$ cat config.mk
export PLATFORM = sky130hd
export DESIGN_NAME = inst_sram_axi_rd_bridge
export DESIGN_NICKNAME = d
export VERILOG_FILES = /design/src/rtl/inst_sram_axi_rd_bridge.sv
export SDC_FILE = /design/constraint.sdc
export NUM_CORES = 1
export LEC_CHECK = 0
export ABC_AREA = 0
export ABC_CLOCK_PERIOD_IN_PS = 2200
export BUFFER_PORTS_ARGS = -buffer_cell sky130_fd_sc_hd__buf_2
export CORE_MARGIN = 10
export CORE_UTILIZATION = 30
export DETAILED_ROUTE_END_ITERATION = 8
export PLACE_DENSITY_LB_ADDON = 0.2
export SLEW_MARGIN = 20
export SYNTH_ARGS = -nofsm -noshare
export SYNTH_HDL_FRONTEND = slang
export SYNTH_HIERARCHICAL = 1
export SYNTH_SLANG_ARGS = --single-unit
$ cat constraint.sdc
create_clock -name clk -period 2.2 [get_ports clk]
set_input_delay 0.11 -clock clk [delete_from_list [all_inputs] [get_ports clk]]
set_output_delay 0.11 -clock clk [all_outputs]
set_load 0.01 [all_outputs]
$ cat src/rtl/inst_sram_axi_rd_bridge.sv
// inst_sram_axi_rd_bridge
// Instruction-fetch bridge: converts sram-like fetch requests into single-beat
// AXI4 reads and returns the read data in request order.
//
// Optional build macro: INST_BRIDGE_BUS_ERR_EN
//   Adds a sticky bus_err flag and the address of the first faulting fetch.
//   The addresses come from an in-order address FIFO.

module inst_sram_axi_rd_bridge #(
  parameter int        MAX_OUTSTANDING = 2,
  parameter logic [3:0] ARID_VAL       = 4'd0
) (
  input  logic        clk,
  input  logic        resetn,
  // sram-like fetch port
  input  logic        inst_sram_req,
  input  logic        inst_sram_wr,
  input  logic [1:0]  inst_sram_size,
  input  logic [3:0]  inst_sram_wstrb,
  input  logic [31:0] inst_sram_addr,
  input  logic [31:0] inst_sram_wdata,
  input  logic        inst_sram_cached,
  output logic        inst_sram_addr_ok,
  output logic        inst_sram_data_ok,
  output logic [31:0] inst_sram_rdata,
  // AXI4 read address channel
  output logic [3:0]  arid,
  output logic [31:0] araddr,
  output logic [7:0]  arlen,
  output logic [2:0]  arsize,
  output logic [1:0]  arburst,
  output logic [1:0]  arlock,
  output logic [3:0]  arcache,
  output logic [2:0]  arprot,
  output logic        arvalid,
  input  logic        arready,
  // AXI4 read data channel
  input  logic [3:0]  rid,
  input  logic [31:0] rdata,
  input  logic [1:0]  rresp,
  input  logic        rlast,
  input  logic        rvalid,
  output logic        rready
`ifdef INST_BRIDGE_BUS_ERR_EN
  ,
  output logic        bus_err,
  output logic [31:0] bus_err_addr
`endif
);

  localparam int CW = $clog2(MAX_OUTSTANDING + 1);
  localparam logic [CW-1:0] MAX_CNT = CW'(MAX_OUTSTANDING);

  // Outstanding-request counter and AR holding register
  logic [CW-1:0] count_q,   count_d;
  logic          arvalid_q, arvalid_d;
  logic [31:0]   araddr_q,  araddr_d;
  logic [2:0]    arsize_q,  arsize_d;
  logic [3:0]    arcache_q, arcache_d;

  logic ar_free_s;
  logic accept_s;
  logic data_ok_s;
  logic rready_s;

  // Inputs that a read-only fetch port never needs; rid is ignored because
  // arid is constant and responses therefore come back in order.
  logic unused_s;
  assign unused_s = ^{inst_sram_wstrb, inst_sram_wdata, rid, rresp};

  // Handshake decode: the AR register can take a new request when it is empty
  // or is draining this cycle; a full bridge may still accept when a response
  // retires in the same cycle.
  always_comb begin
    rready_s  = (count_q != {CW{1'b0}});
    data_ok_s = rvalid & rready_s & rlast;
    ar_free_s = ~arvalid_q | arready;
    accept_s  = inst_sram_req & ~inst_sram_wr & ar_free_s &
                ((count_q < MAX_CNT) | data_ok_s);
  end

  // Outstanding count: +1 on accept, -1 on retire, unchanged when both happen
  always_comb begin
    count_d = count_q;
    case ({accept_s, data_ok_s})
      2'b10:   count_d = count_q + CW'(1);
      2'b01:   count_d = count_q - CW'(1);
      default: count_d = count_q;
    endcase
  end

  // AR register next state: load on accept, drop valid on handshake, else hold
  always_comb begin
    arvalid_d = arvalid_q;
    araddr_d  = araddr_q;
    arsize_d  = arsize_q;
    arcache_d = arcache_q;
    if (accept_s) begin
      arvalid_d = 1'b1;
      araddr_d  = inst_sram_addr;
      arsize_d  = {1'b0, inst_sram_size};
      arcache_d = inst_sram_cached ? 4'b1111 : 4'b0000;
    end else if (arready) begin
      arvalid_d = 1'b0;
    end else begin
      arvalid_d = arvalid_q;
    end
  end

  // State registers for the counter and the AR channel
  always_ff @(posedge clk or negedge resetn) begin
    if (!resetn) begin
      count_q   <= {CW{1'b0}};
      arvalid_q <= 1'b0;
      araddr_q  <= 32'd0;
      arsize_q  <= 3'd0;
      arcache_q <= 4'd0;
    end else begin
      count_q   <= count_d;
      arvalid_q <= arvalid_d;
      araddr_q  <= araddr_d;
      arsize_q  <= arsize_d;
      arcache_q <= arcache_d;
    end
  end

  assign inst_sram_addr_ok = accept_s;
  assign inst_sram_data_ok = data_ok_s;
  assign inst_sram_rdata   = rdata;

  assign arid    = ARID_VAL;
  assign araddr  = araddr_q;
  assign arlen   = 8'd0;
  assign arsize  = arsize_q;
  assign arburst = 2'b01;
  assign arlock  = 2'b00;
  assign arcache = arcache_q;
  assign arprot  = 3'b000;
  assign arvalid = arvalid_q;
  assign rready  = rready_s;

`ifdef INST_BRIDGE_BUS_ERR_EN
  localparam int AW = (MAX_OUTSTANDING > 1) ? $clog2(MAX_OUTSTANDING) : 1;
  localparam logic [AW-1:0] LAST_PTR = AW'(MAX_OUTSTANDING - 1);

  // Circular pointer advance over a depth that need not be a power of two
  function automatic logic [AW-1:0] ptr_inc(input logic [AW-1:0] p);
    ptr_inc = (p == LAST_PTR) ? {AW{1'b0}} : p + AW'(1);
  endfunction

  // FIFO occupancy equals count_q, so no separate fill level is kept; a push
  // into a full FIFO only happens together with a pop of the same slot.
  logic [31:0]   fifo_q [MAX_OUTSTANDING];
  logic [AW-1:0] wr_ptr_q, wr_ptr_d;
  logic [AW-1:0] rd_ptr_q, rd_ptr_d;
  logic          bus_err_q, bus_err_d;
  logic [31:0]   bus_err_addr_q, bus_err_addr_d;
  logic          resp_err_s;

  // Pointer advance and first-error capture
  always_comb begin
    wr_ptr_d       = wr_ptr_q;
    rd_ptr_d       = rd_ptr_q;
    bus_err_d      = bus_err_q;
    bus_err_addr_d = bus_err_addr_q;
    resp_err_s     = data_ok_s & (rresp != 2'b00);
    if (accept_s) begin
      wr_ptr_d = ptr_inc(wr_ptr_q);
    end else begin
      wr_ptr_d = wr_ptr_q;
    end
    if (data_ok_s) begin
      rd_ptr_d = ptr_inc(rd_ptr_q);
    end else begin
      rd_ptr_d = rd_ptr_q;
    end
    if (resp_err_s) begin
      bus_err_d = 1'b1;
      if (!bus_err_q) begin
        bus_err_addr_d = fifo_q[rd_ptr_q];
      end else begin
        bus_err_addr_d = bus_err_addr_q;
      end
    end else begin
      bus_err_d = bus_err_q;
    end
  end

  // Address FIFO storage, pointers and sticky error state
  always_ff @(posedge clk or negedge resetn) begin
    if (!resetn) begin
      for (int i = 0; i < MAX_OUTSTANDING; i++) begin
        fifo_q[i] <= 32'd0;
      end
      wr_ptr_q       <= {AW{1'b0}};
      rd_ptr_q       <= {AW{1'b0}};
      bus_err_q      <= 1'b0;
      bus_err_addr_q <= 32'd0;
    end else begin
      if (accept_s) begin
        fifo_q[wr_ptr_q] <= inst_sram_addr;
      end
      wr_ptr_q       <= wr_ptr_d;
      rd_ptr_q       <= rd_ptr_d;
      bus_err_q      <= bus_err_d;
      bus_err_addr_q <= bus_err_addr_d;
    end
  end

  assign bus_err      = bus_err_q;
  assign bus_err_addr = bus_err_addr_q;
`endif

  inst_sram_axi_rd_bridge_chk #(.CW(CW)) u_chk (
    .clk     (clk),
    .resetn  (resetn),
    .rvalid  (rvalid),
    .count   (count_q)
  );

endmodule

// Protocol checker: a read response with nothing outstanding is a slave error
module inst_sram_axi_rd_bridge_chk #(
  parameter int CW = 2
) (
  input logic          clk,
  input logic          resetn,
  input logic          rvalid,
  input logic [CW-1:0] count
);

  a_no_orphan_rvalid : assert property (
    @(posedge clk) disable iff (!resetn) !(rvalid && (count == {CW{1'b0}}))
  );

endmodule
==> metrics <==
Final Max Slew Viols 0; Least-Margin Pin Slew approximately 860 ps; TritonCTS clock tree yes; clock network fraction of design power 0.172; Worst-path clk slew 70 ps; starting density of the core 0.310; min cycle time layout between 1500 and 2000 ps; Total Routing Usage GR 0.0803; Post-synth top flop dfrtp_1; post-detailed-route DRC marker count 0; total setup violations reported at the end of the flow 0; via count of the routed design 1118; endpoint required time on the critical path 2090 ps; number of design-rule violations left by the first detailed-router iteration 16; portion of synthesized cell area occupied by the leading cell type 0.483; Clk Latency, worst-skew pair 290 ps; library cell with the highest instance count after synthesis buf_4; leak pwr roughly 1.1 nW; unrepaired setup endpoints after global routing false; maximum clock path buffer count 2; signal arrival time at the worst endpoint 1660 ps; core region area 0.00635 sq mm; largest area contributor in the netlist dfrtp_1; RD Place Congestion 0.644; fraction of the core area covered by cells at the end of the flow 0.348; drt pass-1 iters 2; vias in the first global route 1238; cell with the largest stage delay on the worst path a2111oi_4; largest stage delay on the critical path 390 ps; total power density per cell area 1310 mW/mm^2; antenna fix cells 0; ranking of synthesized cells by instance count buf_4 (56), dfrtp_1 (38), mux2_2 (18); dpl hpwl ~3200 um; IO Port Bufs 83; cell-internal power approximately 0.0019 W; CTS root buffer clkbuf_8; Max Fclk around 560 MHz; Site Rows 29; cell count after synthesis 147; horizontal die dimension a little over 100 um; layout filler cell count 650; multi-input gate area in the final layout between 600 and 700 sq um; number of hold violations in the final report 0; critical-path cell list nor2b_4 -> a2111oi_4 -> buf_12 -> buf_2; crit path max fanout 37; post-synthesis sequential area ratio 0.483; average vias per placed instance ~4.1; tightest slew margin relative to the limit 0.429; largest net degree at the start of global routing 39; number of antenna violations at the first check in global routing 0; residual overflow from global routing 0; share of the clock period used by the worst path after layout 0.806; Ys Warns 6; count of max-cap constraint violations 0; kind of cell adding the most delay to the critical path buffers and inverters; final routed wirelength across all metal layers 4200 um; clk_skew 7.71 ps; crit path buf inv count 2; height of the chip 101 um; path category of the worst min-delay check primary input to flop; number of enable-type register cells in the synthesized netlist 0; number of register bits inferred by synthesis 38; distinct cell type count after synthesis 19; post-synth design cell area 0.00197 sq mm; peak ir drop on the vdd network slightly below 0.6 mV; count of antenna-violating nets left after detailed routing 0; Critical Setup Path Class flop to primary output; category of the worst setup path launch point flop; area delta synth->final 12.1%; outcome finished clean; main area contributors after synthesis dfrtp_1 (48%), buf_4 (21%), mux2_2 (10%), mux2_4 (7.6%), mux2_1 (4.0%); Post-layout nets roughly 320; cells resized by post-CTS repair 0; Total Neg Setup Slack 0 ps; fraction of layout instances using a drive strength above 1 0.623; part of the total power dissipated in sequential elements 0.425; total net switching power approximately 0.00096 W; Post-synth ARST share 1.00; sequential standard cell area 951 sq um; wire length of the first global-routing pass between 6000 and 7000 um; number of buffers added by the clock tree synthesis step 5; switching part of the total power 0.333; ports placed on the boundary 210; Die Footprint 0.0102 sq mm; share of power burned in combinational logic 0.403; H-Tree Depth 2; Critical Path Sink Type primary output; mean post-synth cell area 13.4 sq um; number of sinks on the clock net 38; mean routed wirelength per cell approximately 15 um
==> worst reg2reg max path, stage by stage (launching register included) <==
cell and delay [ps]:
dfrtp_1 370, nor2b_4 140, a2111oi_4 400, buf_12 290, mux2_1 360
==> per-stage QoR <==
stage | total power, W | worst slack (ps) | instances | hold slack [ps] | cell area [sq um]
5_1_grt | 0.00312 | 314 | 276 | 32.4 | 2210
3_3_place_gp | 0.00243 | 522 | 267 | 220 | 2100
3_5_place_dp | 0.00245 | 505 | 267 | 220 | 2100
4_1_cts | 0.00297 | 387 | 276 | 26.8 | 2210
6_report | 0.00290 | 427 | 276 | 41.6 | 2210
2_1_floorplan | 0.00205 | 306 | 165 | -186 | 2040
==> layout make-up <==
class | count | share of cell area
Clock buffer | 6 | 0.0374
Sequential cell | 38 | 0.431
Tap cell | 77 | 0.0436
Multi-Input combinational cell | 66 | 0.278
Inverter | 2 | 0.00340
Timing Repair Buffer | 85 | 0.202
Clock inverter | 2 | 0.00567
==> routing by layer <==
metal	global-route usage	share of wire	vias up
met5	0	0	-
met4	0.0397	0.019	0
met3	0.0528	0.15	16
met2	0.121	0.47	75
met1	0.0844	0.36	525
li1	-	-	502
==> registers in the layout, indices dropped and copies added, names as in the netlist <==
| signal | flops |
|---|---|
| araddr | 32 |
| arvalid | 1 |
| count_q | 2 |
| arsize | 2 |
| arcache | 1 |
==> worst paths after layout <==
kind / startpoint / end / slack [ps] / cells past startpoint
max in group asynchronous: resetn / araddr[21]$_DFFE_PN0P_ / 1180 / 2
setup reg to reg: arvalid$_DFFE_PN0P_ / araddr[18]$_DFFE_PN0P_ / 520 / 4
setup / recovery: arvalid$_DFFE_PN0P_ / inst_sram_addr_ok / 430 / 4
hold / removal: inst_sram_addr[20] / araddr[20]$_DFFE_PN0P_ / 40 / 2
hold reg to reg: araddr[20]$_DFFE_PN0P_ / araddr[20]$_DFFE_PN0P_ / 480 / 1
min in group asynchronous: resetn / araddr[12]$_DFFE_PN0P_ / 470 / 2
==> power groups by stage <==
stage / sequential (W) / clock [W] / combinational, W
2_1_floorplan: 0.00141 / 0 / 0.000641
3_3_place_gp: 0.00124 / 0 / 0.00120
3_5_place_dp: 0.00124 / 0 / 0.00121
4_1_cts: 0.00124 / 0.000532 / 0.00121
5_1_grt: 0.00129 / 0.000557 / 0.00128
6_report: 0.00123 / 0.000497 / 0.00117
==> cell usage in the layout (no fill, tap or decap) <==
master	n
ha_1	1
inv_1	2
clkinv_2	1
a2111oi_4	1
xor2_1	1
clkinvlp_4	1
buf_12	1
mux2_2	18
nor2_1	1
dfrtp_1	38
or2_2	2
dlygate4sd3_1	1
clkbuf_8	6
mux2_4	10
nand2_1	1
mux2_1	7
nor2b_1	1
conb_1	20
nor2b_4	1
xnor2_1	2
buf_2	83
==> repair_timing <==
action,CTS,global route
hold buffers,1,0
hold endpoints to repair,38,0
buffers inserted,0,0
==> kinds of logic after synthesis <==
kind of cell             after synthesis  share of synthesized area
XOR/XNOR                               3                     0.0133
other                                  2                    0.00381
AO/OA/AOI/OAI                          1                     0.0140
flip-flops                            38                      0.483
adder cells (fa/ha/maj)                1                    0.00635
multiplexers                          35                      0.219
buffers and inverters                 61                      0.241
AND/OR/NAND/NOR                        6                     0.0203
Note: power is estimated with default switching activity, not from simulation.
